**src/rtl/approx_mac_sequencer_if.sv**
```systemverilog
// Handshake bundle between operand fetch, the MAC sequencer and the OFM writer.
interface approx_mac_sequencer_if #(
    parameter int BITWIDTH = 16,
    parameter int ACC_W    = 32,
    parameter int LEN_W    = 16
);
    logic                start;
    logic [LEN_W-1:0]    length;
    logic                in_valid;
    logic                in_ready;
    logic [BITWIDTH-1:0] a;
    logic [BITWIDTH-1:0] b;
    logic                out_valid;
    logic                out_ready;
    logic [ACC_W-1:0]    result;
    logic [LEN_W:0]      approx_count;
    logic                busy;

    modport master (
        output start, length, in_valid, a, b, out_ready,
        input  in_ready, out_valid, result, approx_count, busy
    );

    modport slave (
        input  start, length, in_valid, a, b, out_ready,
        output in_ready, out_valid, result, approx_count, busy
    );
endinterface

```
**src/rtl/approx_mac_sequencer.sv**
```systemverilog
// Approximate MAC sequencer: reduced-width multiply with shift rescale,
// accumulating a dot product over a valid/ready operand stream.
module approx_mac_sequencer #(
    parameter int BITWIDTH        = 16,
    parameter int OSFM_BITWIDTH_I = 8,
    parameter int SHIFTDISTANCE   = BITWIDTH - OSFM_BITWIDTH_I,
    parameter int ACC_W           = 32,
    parameter int LEN_W           = 16
) (
    input  logic                        clk,
    input  logic                        rst_n,
    approx_mac_sequencer_if.slave       bus
);
    localparam int TW = (2 * BITWIDTH > ACC_W) ? 2 * BITWIDTH : ACC_W;

    typedef enum logic [1:0] {
        IDLE,
        RUN,
        DRAIN,
        DONE
    } state_t;

    state_t state, state_nxt;

    logic [LEN_W-1:0]           remaining;
    logic [ACC_W-1:0]           acc;
    logic [LEN_W:0]             approx_cnt;
    logic                       s1_valid;
    logic [OSFM_BITWIDTH_I-1:0] s1_ra, s1_rb;
    logic [1:0]                 s1_n;

    logic                       accept;
    logic                       sp_a, sp_b;
    logic [OSFM_BITWIDTH_I-1:0] ra, rb;
    logic [1:0]                 n_in;
    logic [TW-1:0]              prod, term;

    // Inputshifter: low bits pass through, otherwise keep the top bits
    // and fold the first dropped bit into the LSB as a cheap round-up.
    function automatic logic [OSFM_BITWIDTH_I-1:0] inputshifter(
        input logic [BITWIDTH-1:0] x
    );
        if (x[BITWIDTH-1:OSFM_BITWIDTH_I] == '0)
            return x[OSFM_BITWIDTH_I-1:0];
        return {x[BITWIDTH-1:SHIFTDISTANCE+1],
                x[SHIFTDISTANCE] | x[SHIFTDISTANCE-1]};
    endfunction

    assign sp_a   = (bus.a[BITWIDTH-1:OSFM_BITWIDTH_I] == '0);
    assign sp_b   = (bus.b[BITWIDTH-1:OSFM_BITWIDTH_I] == '0);
    assign ra     = inputshifter(bus.a);
    assign rb     = inputshifter(bus.b);
    assign n_in   = 2'(!sp_a) + 2'(!sp_b);
    assign accept = (state == RUN) && bus.in_valid;

    always_comb begin
        prod = TW'(s1_ra) * TW'(s1_rb);
        unique case (s1_n)
            2'd0:    term = prod;
            2'd1:    term = prod << SHIFTDISTANCE;
            default: term = prod << (2 * SHIFTDISTANCE);
        endcase
    end

    always_ff @(posedge clk or negedge rst_n) begin
        if (!rst_n)
            state <= IDLE;
        else
            state <= state_nxt;
    end

    always_comb begin
        state_nxt = state;
        unique case (state)
            IDLE:
                if (bus.start)
                    state_nxt = (bus.length == '0) ? DRAIN : RUN;
            RUN:
                if (accept && remaining == LEN_W'(1))
                    state_nxt = DRAIN;
            DRAIN:
                state_nxt = DONE;
            DONE:
                if (bus.out_ready)
                    state_nxt = IDLE;
            default:
                state_nxt = IDLE;
        endcase
    end

    always_ff @(posedge clk or negedge rst_n) begin
        if (!rst_n) begin
            remaining  <= '0;
            acc        <= '0;
            approx_cnt <= '0;
            s1_valid   <= 1'b0;
            s1_ra      <= '0;
            s1_rb      <= '0;
            s1_n       <= '0;
        end else if (state == IDLE && bus.start) begin
            remaining  <= bus.length;
            acc        <= '0;
            approx_cnt <= '0;
            s1_valid   <= 1'b0;
        end else begin
            // S1 retires on the edge after its pair was accepted
            if (s1_valid)
                acc <= acc + term[ACC_W-1:0];
            s1_valid <= accept;
            if (accept) begin
                s1_ra      <= ra;
                s1_rb      <= rb;
                s1_n       <= n_in;
                remaining  <= remaining - LEN_W'(1);
                approx_cnt <= approx_cnt + (LEN_W+1)'(n_in);
            end
        end
    end

    assign bus.in_ready     = (state == RUN);
    assign bus.out_valid    = (state == DONE);
    assign bus.busy         = (state != IDLE);
    assign bus.result       = acc;
    assign bus.approx_count = approx_cnt;
endmodule

```
**src/flat_wrapper.sv**
```systemverilog
// flat-port wrapper written by rule: the top's interface ports become plain ports
module approx_mac_sequencer_flat 
#(
    parameter int BITWIDTH        = 16,
    parameter int OSFM_BITWIDTH_I = 8,
    parameter int SHIFTDISTANCE   = BITWIDTH - OSFM_BITWIDTH_I,
    parameter int ACC_W           = 32,
    parameter int LEN_W           = 16
)
  (clk, rst_n, bus_start, bus_length, bus_in_valid, bus_a, bus_b, bus_out_ready, bus_in_ready, bus_out_valid, bus_result, bus_approx_count, bus_busy);
  approx_mac_sequencer_if #(.BITWIDTH(BITWIDTH), .ACC_W(ACC_W), .LEN_W(LEN_W)) bus_i ();
  input  logic clk;
  input  logic rst_n;
  input wire logic [$bits(bus_i.start)-1:0] bus_start;
  input wire logic [$bits(bus_i.length)-1:0] bus_length;
  input wire logic [$bits(bus_i.in_valid)-1:0] bus_in_valid;
  input wire logic [$bits(bus_i.a)-1:0] bus_a;
  input wire logic [$bits(bus_i.b)-1:0] bus_b;
  input wire logic [$bits(bus_i.out_ready)-1:0] bus_out_ready;
  output wire logic [$bits(bus_i.in_ready)-1:0] bus_in_ready;
  output wire logic [$bits(bus_i.out_valid)-1:0] bus_out_valid;
  output wire logic [$bits(bus_i.result)-1:0] bus_result;
  output wire logic [$bits(bus_i.approx_count)-1:0] bus_approx_count;
  output wire logic [$bits(bus_i.busy)-1:0] bus_busy;
  assign bus_i.start = bus_start;
  assign bus_i.length = bus_length;
  assign bus_i.in_valid = bus_in_valid;
  assign bus_i.a = bus_a;
  assign bus_i.b = bus_b;
  assign bus_i.out_ready = bus_out_ready;
  assign bus_in_ready = bus_i.in_ready;
  assign bus_out_valid = bus_i.out_valid;
  assign bus_result = bus_i.result;
  assign bus_approx_count = bus_i.approx_count;
  assign bus_busy = bus_i.busy;
  approx_mac_sequencer #(.BITWIDTH(BITWIDTH), .OSFM_BITWIDTH_I(OSFM_BITWIDTH_I), .SHIFTDISTANCE(SHIFTDISTANCE), .ACC_W(ACC_W), .LEN_W(LEN_W)) u_core (.clk(clk), .rst_n(rst_n), .bus(bus_i));
endmodule
```
**config.mk**
```make
export PLATFORM = sky130hd
export DESIGN_NAME = approx_mac_sequencer_flat
export DESIGN_NICKNAME = d
export VERILOG_FILES = /design/src/rtl/approx_mac_sequencer_if.sv /design/src/rtl/approx_mac_sequencer.sv /design/src/flat_wrapper.sv
export SDC_FILE = /design/constraint.sdc
export NUM_CORES = 1
export LEC_CHECK = 0
export CORE_MARGIN = 4
export CORE_UTILIZATION = 40
export CTS_CLUSTER_DIAMETER = 100
export DETAILED_ROUTE_END_ITERATION = 8
export REMOVE_ABC_BUFFERS = 1
export SKIP_LAST_GASP = 1
export SLEW_MARGIN = 30
export SYNTH_ARGS = -nofsm -noshare
export SYNTH_HDL_FRONTEND = slang
export SYNTH_SLANG_ARGS = --single-unit
export TNS_END_PERCENT = 1
```
**constraint.sdc**
```tcl
create_clock -name clk -period 9.8 [get_ports clk]
set_input_delay 0.98 -clock clk [delete_from_list [all_inputs] [get_ports clk]]
set_output_delay 0.98 -clock clk [all_outputs]
set_load 0.1 [all_outputs]
```
==> results by group, run 1 <==
Final layout
  – Finished Layout Cells: 1262
  – # diodes: 0
  – Area Growth Syn to Fin: 19.0%
  – Sequential Area: 2160 um^2
  – Finished Core Util: 48.6%
  – Multi-input gate area: 5410 um^2
  – Most frequent cells in the layout: 102 x clkdlybuf4s50_1, 90 x nand2_1, 85 x dfrtp_1
  – Leading cell type in the layout, fill and taps excluded: clkdlybuf4s50_1
  – Share of layout cells above drive strength 1: 4.11%
  – # fillers: 1923
  – Nets: 1160

Logic synthesis
  – Seq cells post-synth: 86
  – Yosys warning count: 0
  – Async set-reset flop share out of synthesis: 100%
  – Number of enable flip-flop cells after synthesis: 0
  – Cells after synthesis: 910
  – Main synth FF type: dfrtp_1
  – Area leader, netlist: dfrtp_1
  – Share of the synthesized area in the top cell type: 26.9%
  – Seq/Total Area, Yosys: 26.9%
  – Largest cells by area after synthesis: dfrtp_1 27%, ha_1 12%, fa_1 9.5%
  – Netlist cell types: 68
  – Avg Inst Size Synth: 8.79 um^2
  – Mapped Area: 8000 um^2

STA
  – Final min period: 6.80 ns
  – Worst slew pin tran: 1.01 ns
  – Worst hold slack: 0.518 ns
  – RSZ-0062 raised after global routing: false
  – # setup viols final: 0
  – Fmax: 147 MHz
  – Slew Limit Headroom: 32.7%
  – Fin Setup TNS: 0 ns
  – Max-slew violations: 0
  – Final Hold Fails: 0
  – Final period utilization: 69.3%
  – Final Skew: 0.00572 ns

Die
  – Initial Util: 40.8%
  – DIE AREA: 22300 um^2
  – Die Y: 149 um
  – Rows: 51
  – Die X: 149 um
  – Core area: 19600 um^2
  – Ports: 105

Global route
  – First-pass GRT wire length: 32100 um
  – Largest net degree at the start of global routing: 65
  – Number of global-route vias before repair: 6398
  – Initial antenna violation count: 0
  – Gr usage total: 17.7%
  – Total gr overflow: 0

Routing
  – Metal3 WL: 688 um
  – Via Count: 6447
  – Remaining DRCs: 0
  – Initial DRT Pass Iterations: 5
  – DR WL/cell: 15.0 um
  – Via/cell ratio: 5.11
  – Final wirelength: 18900 um
  – 1st-iter DRT viols: 317
  – M1 WL: 9440 um
  – DRT antenna net count: 0
  – Met2 wire len: 8320 um
  – Top routing layer in use: met4

Min path
  – Worst Hold Class: in2async

Setup path
  – Setup CP Type: reg2reg
  – CP required: 10.04 ns
  – Worst Path Arrival: 7.04 ns
  – Origin of the worst setup path: u_core.s1_ra[0]
  – CP startpoint kind: flip-flop
  – R2R Path Start: u_core.s1_ra[0]
  – Crit end category: flip-flop
  – Worst-case reg-to-reg path depth: 25
  – Crit path max fanout: 11

Clocking
  – Clk slew on worst S/H paths: 0.07 ns
  – # Post-CTS Setup Buffers: 0
  – Total CTS buffers: 9
  – Clk sinks: 86
  – Hold_buf cts: 0
  – Largest buffer count on any clock path: 2
  – Post-cts resize count: 0
  – H-tree lvl count: 3
  – CTS Root Cell: clkbuf_16
  – TritonCTS clock tree: built
  – Skew-Pair Late Insertion Delay: 0.35 ns

Placed design
  – HPWL after DPL: 14800 um
  – RD Place Congestion: 0.875
  – IO buf count: 104
  – Placed Cells: 1246

Flow run
  – Max-cap viol count: 0

Status
  – Status: complete, no violations
path summary, 6_finish.rpt:
check | endpoint | slack (ns)
setup / recovery | u_core.bus.result[31] | 3.00
max in group asynchronous | u_core.s1_valid | 8.05
min in group clk | u_core.bus.approx_count[16] | 0.57
setup reg to reg | u_core.bus.result[31] | 3.00
hold / removal | u_core.bus.result[18] | 0.52
hold reg to reg | u_core.bus.approx_count[16] | 0.57
per-stage QoR:
stage,worst slack [ns],cell area [um^2]
after floorplan,3.49,7810
after global placement,3.14,9210
after detailed placement,3.01,9210
after CTS,2.97,9510
after global routing,2.49,9510
final,3.00,9510
cell type report:
| cell class | instances | area share (%) |
|---|---|---|
| multi-input combinational | 720 | 56.8 |
| sequential | 86 | 22.7 |
| timing repair buffer | 107 | 11.1 |
| tap | 265 | 3.49 |
| inverter | 68 | 2.68 |
| clock buffer | 9 | 2.37 |
| clock inverter | 7 | 0.855 |
cell usage after synthesis (all sizes together) (2+ instances only):
cell type  count
a211oi        13
nand2b         6
and3          13
a21oi         58
mux2i         24
xor2          26
o21bai         3
a31oi          5
nand3b         3
nor2          73
o21ai         56
dfrtp         86
o211ai         4
or4            6
a21o          17
nor4           7
a31o           2
fa            38
a311oi         2
ha            77
nor2b          6
and2          69
a22o           6
xnor2         39
nand2         91
o211a          2
nor3b          3
nand4          6
buf            8
a211o          7
nand3         15
o2111ai        2
nor3           8
or2            2
o21a           4
or3            5
inv           68
clkbuf        28
a41oi          4
nand4b         2
per-layer routing:
layer / vias up / track usage [%]
met5: - / 0
met4: 0 / 5.95
met3: 27 / 3.04
met2: 115 / 27.0
met1: 3014 / 25.6
li1: 3291 / -
cells by family (layout without fill, tap and decap cells):
group / count (synthesis) / after routing / synth area share [%]
simple gates: 320 / 320 / 20.2
compound gates: 196 / 196 / 15.7
fa+ha+maj: 115 / 115 / 21.6
buf+inv: 104 / 191 / 5.49
flops: 86 / 86 / 26.9
xor+xnor: 65 / 65 / 7.12
mux: 24 / 24 / 3.00
worst max-delay path, cell delays in order, from the launching register on:
cell and delay, ns:
dfrtp_1 0.55, nand2_1 0.13, fa_1 0.52, fa_1 0.54, inv_1 0.05, fa_1 0.53, inv_1 0.05, fa_1 0.52
inv_1 0.04, ha_1 0.32, a21oi_1 0.24, o21bai_1 0.12, a211oi_1 0.32, o21ai_1 0.17, and4b_1 0.20, a211o_1 0.28
ha_1 0.38, nand4_1 0.12, or3_1 0.33, a211oi_2 0.19, o2111a_2 0.26, o2111ai_1 0.13, a41oi_1 0.22, a211o_1 0.16
a31oi_1 0.08, a41o_1 0.23
sequential cells by signal, summed over array words and instances, names as in the netlist:
name and flops:
u_core.bus.result 32, u_core.bus.approx_count 17, u_core.remaining 16, u_core.s1_ra 8, u_core.s1_rb 8, u_core.s1_n 2
u_core.state 2, u_core.s1_valid 1
Power of run 1 is not shown: default switching activity piles up to over one toggle a cycle in this logic, so the estimate is an artifact.
==> inputs of run 2 (changes only) <==
==> constraint.sdc (replaced) <==
create_clock -name clk -period 7.1 [get_ports clk]
set_input_delay 0.71 -clock clk [delete_from_list [all_inputs] [get_ports clk]]
set_output_delay 0.71 -clock clk [all_outputs]
set_load 0.1 [all_outputs]
==> run 2 against run 1 <==
  * Register-to-register slack got worse by 2.6 ns
  * Via count barely moved
  * Critical path depth rose by 1
  * Non-clock buffer count rose by 3
  * Core utilization rose by 0.26 points
  * Wire length rose by 1.3%
==> results by group, run 2 (same netlist as run 1, synthesis figures left out) <==
Placed design
  – RD Place Congestion: 0.876 (+0.16%)
  – IO buf count: 104 (unchanged)
  – Placed cell area: 9210 um^2 (about the same)
  – HPWL after DPL: 14900 um (+0.80%)

Setup path
  – Worst Path Arrival: 6.94 ns (-0.10 ns)
  – Worst-case reg-to-reg path depth: 26 (+4.0%)
  – CP startpoint kind: flip-flop
  – R2R Path Start: u_core.s1_rb[3]
  – Setup CP Type: reg2reg
  – CP required: 7.34 ns (-2.70 ns)
  – RR Endpoint: u_core.bus.result[31]
  – Crit path max fanout: 9 (-2)
  – R2R setup slack: 0.41 ns (-2.60 ns)
  – Crit end category: flip-flop

Die
  – Ports: 105 (unchanged)
  – Die Y: 149 um (unchanged)
  – Die X: 149 um (unchanged)
  – Initial Util: 40.8% (unchanged)
  – DIE AREA: 22300 um^2 (unchanged)
  – Rows: 51 (unchanged)
  – Core area: 19600 um^2 (unchanged)

STA
  – Worst slew pin tran: 1.01 ns (+0.00132 ns)
  – Final Skew: 0.00429 ns (-0.00144 ns)
  – Slew Limit Headroom: 32.6% (-0.088 points)
  – Final min period: 6.69 ns (-0.103 ns)
  – Fmax: 149 MHz (+1.5%)
  – Fin Setup TNS: 0 ns (unchanged)
  – Final period utilization: 94.3% (+25 points)
  – RSZ-0062 raised after global routing: false
  – # setup viols final: 0 (unchanged)
  – Final Hold Fails: 0 (unchanged)
  – Max-slew violations: 0 (unchanged)

Final layout
  – Area Growth Syn to Fin: 19.6%
  – Share of layout cells above drive strength 1: 5.60% (+1.5 points)
  – # diodes: 0 (unchanged)
  – Final Cell Area: 9560 um^2 (+0.53%)
  – Leading cell type in the layout, fill and taps excluded: clkdlybuf4s50_1
  – Max reg flops: 32 (unchanged)
  – # fillers: 1921 (-0.10%)
  – Most frequent cells in the layout: 101 x clkdlybuf4s50_1, 90 x nand2_1, 77 x ha_1
  – Nets: 1163 (+0.26%)

Clocking
  – CTS Root Cell: clkbuf_16
  – H-tree lvl count: 3 (unchanged)
  – TritonCTS clock tree: built
  – Hold_buf cts: 0 (unchanged)
  – Clk slew on worst S/H paths: 0.07 ns (about the same)
  – Total CTS buffers: 9 (unchanged)
  – Skew-Pair Late Insertion Delay: 0.35 ns (about the same)
  – Clk sinks: 86 (unchanged)
  – Largest buffer count on any clock path: 2 (unchanged)

Status
  – Status: complete, no violations

Routing
  – Remaining DRCs: 0 (unchanged)
  – DR WL/cell: 15.1 um (+1.0%)
  – DRT antenna net count: 0 (unchanged)
  – 1st-iter DRT viols: 329 (+3.8%)
  – Final wirelength: 19100 um (+1.3%)
  – Initial DRT Pass Iterations: 5 (unchanged)
  – Via/cell ratio: 5.09 (-0.27%)
  – Via Count: 6445 (-0.031%)

Global route
  – Initial antenna violation count: 0 (unchanged)
  – Total gr overflow: 0 (unchanged)
  – First-pass GRT wire length: 32000 um (-0.54%)
  – Largest net degree at the start of global routing: 65 (unchanged)
  – Gr usage total: 17.7% (about the same)
  – Number of global-route vias before repair: 6443 (+0.70%)

Flow run
  – Max-cap viol count: 0 (unchanged)

Min path
  – Worst Hold Class: in2async
## run 2: through the flow
stage / util [%] / std cells / setup WS, ns / hold WS, ns
2_1_floorplan: - / 874 / 0.790 / 0.414
3_3_place_gp: 47.0 / 1247 / 0.441 / 0.529
3_5_place_dp: 47.0 / 1247 / 0.324 / 0.551
4_1_cts: 48.6 / 1263 / 0.289 / 0.250
5_1_grt: 48.8 / 1265 / 0.00122 / 0.268
6_report: 48.8 / 1265 / 0.407 / 0.252
## run 2: repair_timing
action,in CTS,in global routing
endpoints found under the hold margin,0,0
endpoints found under the setup margin,0,8
setup buffers,0,2
resized for setup,0,11
## run 2: how the worst max path moves through the flow
stage	start	end	slack [ns]	cells past startpoint
finish	u_core.s1_rb[3]	u_core.bus.result[31]	0.41	26
global route	u_core.s1_rb[3]	u_core.bus.result[31]	0.001	26
CTS	u_core.s1_ra[0]	u_core.bus.result[31]	0.29	26
detailed placement	u_core.s1_ra[1]	u_core.bus.result[31]	0.32	26
global placement	u_core.s1_ra[0]	u_core.bus.result[31]	0.44	25
floorplan	u_core.s1_ra[1]	u_core.bus.result[31]	0.79	26
## run 2: cell type report
type / count / area (um^2) / area share [%]
clock inverter: 7 / 90.1 / 0.942
tap: 265 / 332 / 3.47
timing repair buffer: 110 / 1070 / 11.2
sequential: 86 / 2170 / 22.7
clock buffer: 9 / 225 / 2.36
multi-input combinational: 720 / 5420 / 56.7
inverter: 68 / 255 / 2.67
## run 2: critical path: stages, from the launching register on
cell	delay (ns)
dfrtp_1	0.47
and2_1	0.22
fa_1	0.42
fa_1	0.54
inv_1	0.05
fa_1	0.46
fa_1	0.54
inv_1	0.04
ha_1	0.33
inv_1	0.09
o21bai_1	0.07
a21oi_1	0.23
o21bai_1	0.14
a211oi_2	0.27
o21ai_1	0.15
and4b_1	0.20
a211o_1	0.28
ha_1	0.38
nand4_1	0.12
or3_1	0.33
a211oi_2	0.20
o2111a_2	0.26
o2111ai_1	0.13
a41oi_1	0.23
a211o_1	0.16
a31oi_1	0.08
a41o_1	0.23
## run 2: metal layers
metal / vias to the layer above / global-route usage, % / share of wire [%]
met2: 112 / 27.4 / 45
met3: 22 / 2.95 / 3.9
li1: 3288 / - / -
met4: 0 / 5.49 / 1.9
met1: 3023 / 25.5 / 49
met5: - / 0 / 0
Power of run 2 is left out for the same reason.
==> inputs of run 3 (changes only) <==
--- a/config.mk
+++ b/config.mk
@@ -5,10 +5,12 @@
 export SDC_FILE = /design/constraint.sdc
 export NUM_CORES = 1
 export LEC_CHECK = 0
-export CORE_MARGIN = 4
+export CORE_MARGIN = 2
 export CORE_UTILIZATION = 40
 export CTS_CLUSTER_DIAMETER = 100
 export DETAILED_ROUTE_END_ITERATION = 8
+export MAX_ROUTING_LAYER = met4
+export PLACE_DENSITY = 0.59
 export REMOVE_ABC_BUFFERS = 1
 export SKIP_LAST_GASP = 1
 export SLEW_MARGIN = 30
==> run 3 against run 2 <==
  * Wire length down 1.7%
  * Cell count down 0.16%
  * Cell area about the same
  * Via count up 0.76%
  * Die area down 5.3%
  * Non-clock buffer count down 2
  * Hold slack better by 0.012 ns
  * Global-route usage up 0.93 points
  * Critical path depth unchanged
  * Sequential share of layout area about the same
  * Critical endpoint unchanged
  * Largest cell class unchanged
==> results by group, run 3 (same netlist as run 1, synthesis figures left out) <==
Status
  – Status: complete, no violations

Clocking
  – Clk sinks: 86 (unchanged)
  – TritonCTS clock tree: built
  – CTS Root Cell: clkbuf_16
  – Total CTS buffers: 9 (unchanged)
  – Skew-Pair Late Insertion Delay: 0.36 ns (about the same)
  – Largest buffer count on any clock path: 2 (unchanged)
  – Clk slew on worst S/H paths: 0.07 ns (about the same)
  – # Post-CTS Setup Buffers: 0 (unchanged)
  – H-tree lvl count: 3 (unchanged)

STA
  – Final period utilization: 94.0% (-0.31 points)
  – RSZ-0062 raised after global routing: false
  – Slew Limit Headroom: 32.5% (-0.13 points)
  – Worst slew pin tran: 1.01 ns (+0.00198 ns)
  – Final Hold Fails: 0 (unchanged)
  – Final min period: 6.67 ns (-0.0222 ns)
  – Max-slew violations: 0 (unchanged)
  – # setup viols final: 0 (unchanged)
  – Final Skew: 0.00611 ns (+0.00182 ns)
  – Fmax: 150 MHz (+0.33%)
  – Fin Setup TNS: 0 ns (unchanged)

Die
  – DIE AREA: 21100 um^2 (-5.3%)
  – Ports: 105 (unchanged)
  – Core area: 19500 um^2 (-0.33%)
  – Rows: 51 (unchanged)
  – Die Y: 145 um (-2.7%)
  – Initial Util: 40.9% (+0.13 points)
  – Die X: 145 um (-2.7%)

Setup path
  – Crit path max fanout: 9 (unchanged)
  – Worst path max stage delay: 0.54 ns (about the same)
  – CP bufs+invs: 3 (unchanged)
  – Setup CP Type: reg2reg
  – Slowest-stage cell, CP: fa_1
  – Most frequent cell on the critical path: fa_1
  – Worst Path Arrival: 6.92 ns (-0.02 ns)
  – CP startpoint kind: flip-flop
  – Cell family with the largest share of critical-path delay: adder cells
  – Crit end category: flip-flop
  – CP required: 7.35 ns (about the same)

Placed design
  – IO buf count: 104 (unchanged)
  – HPWL after DPL: 14600 um (-2.4%)
  – RD Place Congestion: 0.886 (+1.1%)
  – Placed Cells: 1247 (unchanged)

Routing
  – 1st-iter DRT viols: 291 (-12%)
  – Initial DRT Pass Iterations: 4 (-1)
  – Via/cell ratio: 5.14 (+0.92%)
  – Final wirelength: 18800 um (-1.7%)
  – Via Count: 6494 (+0.76%)
  – DR WL/cell: 14.9 um (-1.5%)
  – Remaining DRCs: 0 (unchanged)
  – DRT antenna net count: 0 (unchanged)

Final layout
  – Most frequent cells in the layout: 102 x clkdlybuf4s50_1, 90 x nand2_1, 75 x ha_1, 75 x dfrtp_1, 73 x nor2_1
  – # diodes: 0 (unchanged)
  – Nets: 1161 (-0.17%)
  – Finished Layout Cells: 1263 (-0.16%)
  – Share of layout cells above drive strength 1: 5.61% (+0.011 points)
  – Max reg flops: 32 (unchanged)
  – Area Growth Syn to Fin: 19.5% (about the same)
  – Leading cell type in the layout, fill and taps excluded: clkdlybuf4s50_1
  – # fillers: 1971 (+2.6%)

Global route
  – Largest net degree at the start of global routing: 62 (-4.6%)
  – First-pass GRT wire length: 31400 um (-1.8%)
  – Number of global-route vias before repair: 6305 (-2.1%)
  – Gr usage total: 18.7% (+0.93 points)
  – Total gr overflow: 0 (unchanged)
  – Initial antenna violation count: 0 (unchanged)

Min path
  – Worst Hold Class: in2async

Flow run
  – Max-cap viol count: 0 (unchanged)
run 3: cell count changes in the layout (fill, tap and decap cells not counted), sizes merged:
cell	previous run	this run
inv	71	70
clkinv	1	2
clkdlybuf4s50	101	102
buf	9	6
run 3: path summary, 6_finish.rpt:
| path | slack, ns | startpoint | cells after the start | to |
|---|---|---|---|---|
| min in group clk | 0.55 | u_core.bus.approx_count[16] | 2 | u_core.bus.approx_count[16] |
| worst max register to register | 0.43 | u_core.s1_ra[1] | 26 | u_core.bus.result[31] |
| worst max-delay path | 0.43 | u_core.s1_ra[1] | 26 | u_core.bus.result[31] |
| worst min register to register | 0.55 | u_core.bus.approx_count[16] | 2 | u_core.bus.approx_count[16] |
| worst min-delay path | 0.26 | rst_n | 1 | u_core.bus.result[30] |
| max in group asynchronous | 5.62 | rst_n | 2 | u_core.s1_valid |
run 3: final cells by class:
class | instances | area [um^2] | area share (%)
inverter | 68 | 255 | 2.67
sequential | 86 | 2170 | 22.7
timing repair buffer | 108 | 1060 | 11.1
tap | 265 | 332 | 3.47
clock inverter | 7 | 80.1 | 0.838
clock buffer | 9 | 225 | 2.36
multi-input combinational | 720 | 5430 | 56.8
run 3: metrics by stage:
| stage | area [um^2] | hold WS (ns) | setup slack, ns | utilization, % |
|---|---|---|---|---|
| 6_report | 9560 | 0.263 | 0.429 | 48.9 |
| 5_1_grt | 9560 | 0.287 | 0.0292 | 48.9 |
| 4_1_cts | 9520 | 0.274 | 0.315 | 48.8 |
| 3_5_place_dp | 9210 | 0.536 | 0.337 | 47.2 |
| 3_3_place_gp | 9210 | 0.535 | 0.440 | 47.2 |
| 2_1_floorplan | 7810 | 0.414 | 0.790 | - |
run 3: what timing repair did:
action	in CTS	in global routing
endpoints found under the hold margin	0	0
endpoints found under the setup margin	0	3
resized for setup	0	14
hold buffers	0	0
run 3: routing by layer:
| layer | up-vias | global-route usage (%) | part of all wire, % |
|---|---|---|---|
| met5 | - | - | 0 |
| met2 | 143 | 27.8 | 44 |
| met4 | 0 | 5.54 | 1.7 |
| met3 | 21 | 2.51 | 4.0 |
| met1 | 3037 | 26.5 | 50 |
| li1 | 3293 | - | - |
Power of run 3 is left out for the same reason.
==> edit (settings of run 2) <==
Make the reset (`rst_n`) synchronous in 2 clocked blocks.
--- a/src/rtl/approx_mac_sequencer.sv
+++ b/src/rtl/approx_mac_sequencer.sv
@@ -64,3 +64,3 @@
 
-    always_ff @(posedge clk or negedge rst_n) begin
+    always_ff @(posedge clk) begin
         if (!rst_n)
@@ -90,3 +90,3 @@
 
-    always_ff @(posedge clk or negedge rst_n) begin
+    always_ff @(posedge clk) begin
         if (!rst_n) begin
Behaviour: not the same (a bounded check fails within 4 cycles, from zero or initial values and one cycle with rst_n low; the reset may be asserted at any time).
==> edit against run 2 <==
Worst setup slack improved by 79 ps; design area fell by 2.0%; global-route usage rose by 2.1 points; critical path type unchanged; synthesized area fell by 3.2%; sequential cell count did not move; wire length rose by 10%; sequential share of layout area fell by 4.2 points.
Power is left out: it rests on default switching activity, and per cell area and clock period it moved more than threefold.
==> edit: results (changes against run 2) <==
status: "finished clean"
r2r_setup_slack_ps: 490  # +80 ps
worstPathArrival_ps: 6870  # -70 ps
seq_area_frac_synth_pct: 22.3  # -4.7 points
startpoint: "u_core.s1_ra[1]$_SDFFE_PN0P_"
worst-r2r-cell-count: 25  # -3.8%
r2r-start: "u_core.s1_ra[1]$_SDFFE_PN0P_"
endpoint: "u_core.bus.result[31]$_SDFFE_PP0P_"
grt_pass1_wl_um: 35400  # +11%
postPlaceCellArea_mm2: 0.00903  # -1.9%
synthFlopType: "dfxtp_1"
dpl.cell_count: 1299  # +4.2%
met2_usage_pct: 32.8  # +5.4 points
avgViaCountPerCell: 5.39  # +5.8%
synthMuxAreaShare_pct: 2.72  # -0.29 points
clock_skew_ps: 13.2  # +8.94 ps
synth-compound-area-share_pct: 18.9  # +3.2 points
synthArstFlopShare_pct: 0  # -100 points
use_met3_pct: 4.50  # +1.6 points
drive_above_1_share_pct: 4.36  # -1.2 points
wl_um: 21100  # +10%
dp_hpwl_um: 16500  # +10%
synth_area_leaders: "dfxtp_1 22%, ha_1 12%, fa_1 9.8%"
yosys.area_share.xor_xnor_pct: 6.34  # -0.78 points
grt_max_degree: 37  # -43%
synthAdderAreaFrac_pct: 22.3  # +0.72 points
drt-initial-drc-count: 339  # +3.0%
edit: cell count changes after synthesis, sizes merged, moves of 6 or more:
cell	delta
nand3	+9
nand2	-20
nand4	+6
dfxtp	+86
dfrtp	-86
o21ai	-9
buf	-6
nor3	+17
a211oi	+9
nor2	+16
or3	+9
a21oi	+28
edit: cells by family (layout without fill, tap and decap cells):
group,Yosys count,count (layout)
muxes,21,21
AOI/OAI and AO/OA,232,232
and+or+nand+nor,342,342
adders and majority gates,115,115
xor gates and xnor gates,56,56
buffers and inverters,107,203
DFF,86,86
edit: final cells by class:
class / instances / area [um2]
Tap cell: 260 / 325
Multi-Input combinational cell: 766 / 5630
Clock inverter: 7 / 91.3
Inverter: 74 / 278
Timing Repair Buffer: 113 / 1100
Sequential cell: 86 / 1730
Clock buffer: 9 / 225
Fill cell: 1887 / 9520
edit: stage by stage:
step                hold WS, ps  setup slack [ps]
floorplan                   464               995
global placement            464               382
detailed placement          480               332
CTS                         490               312
global route                528              21.5
finish                      487               486
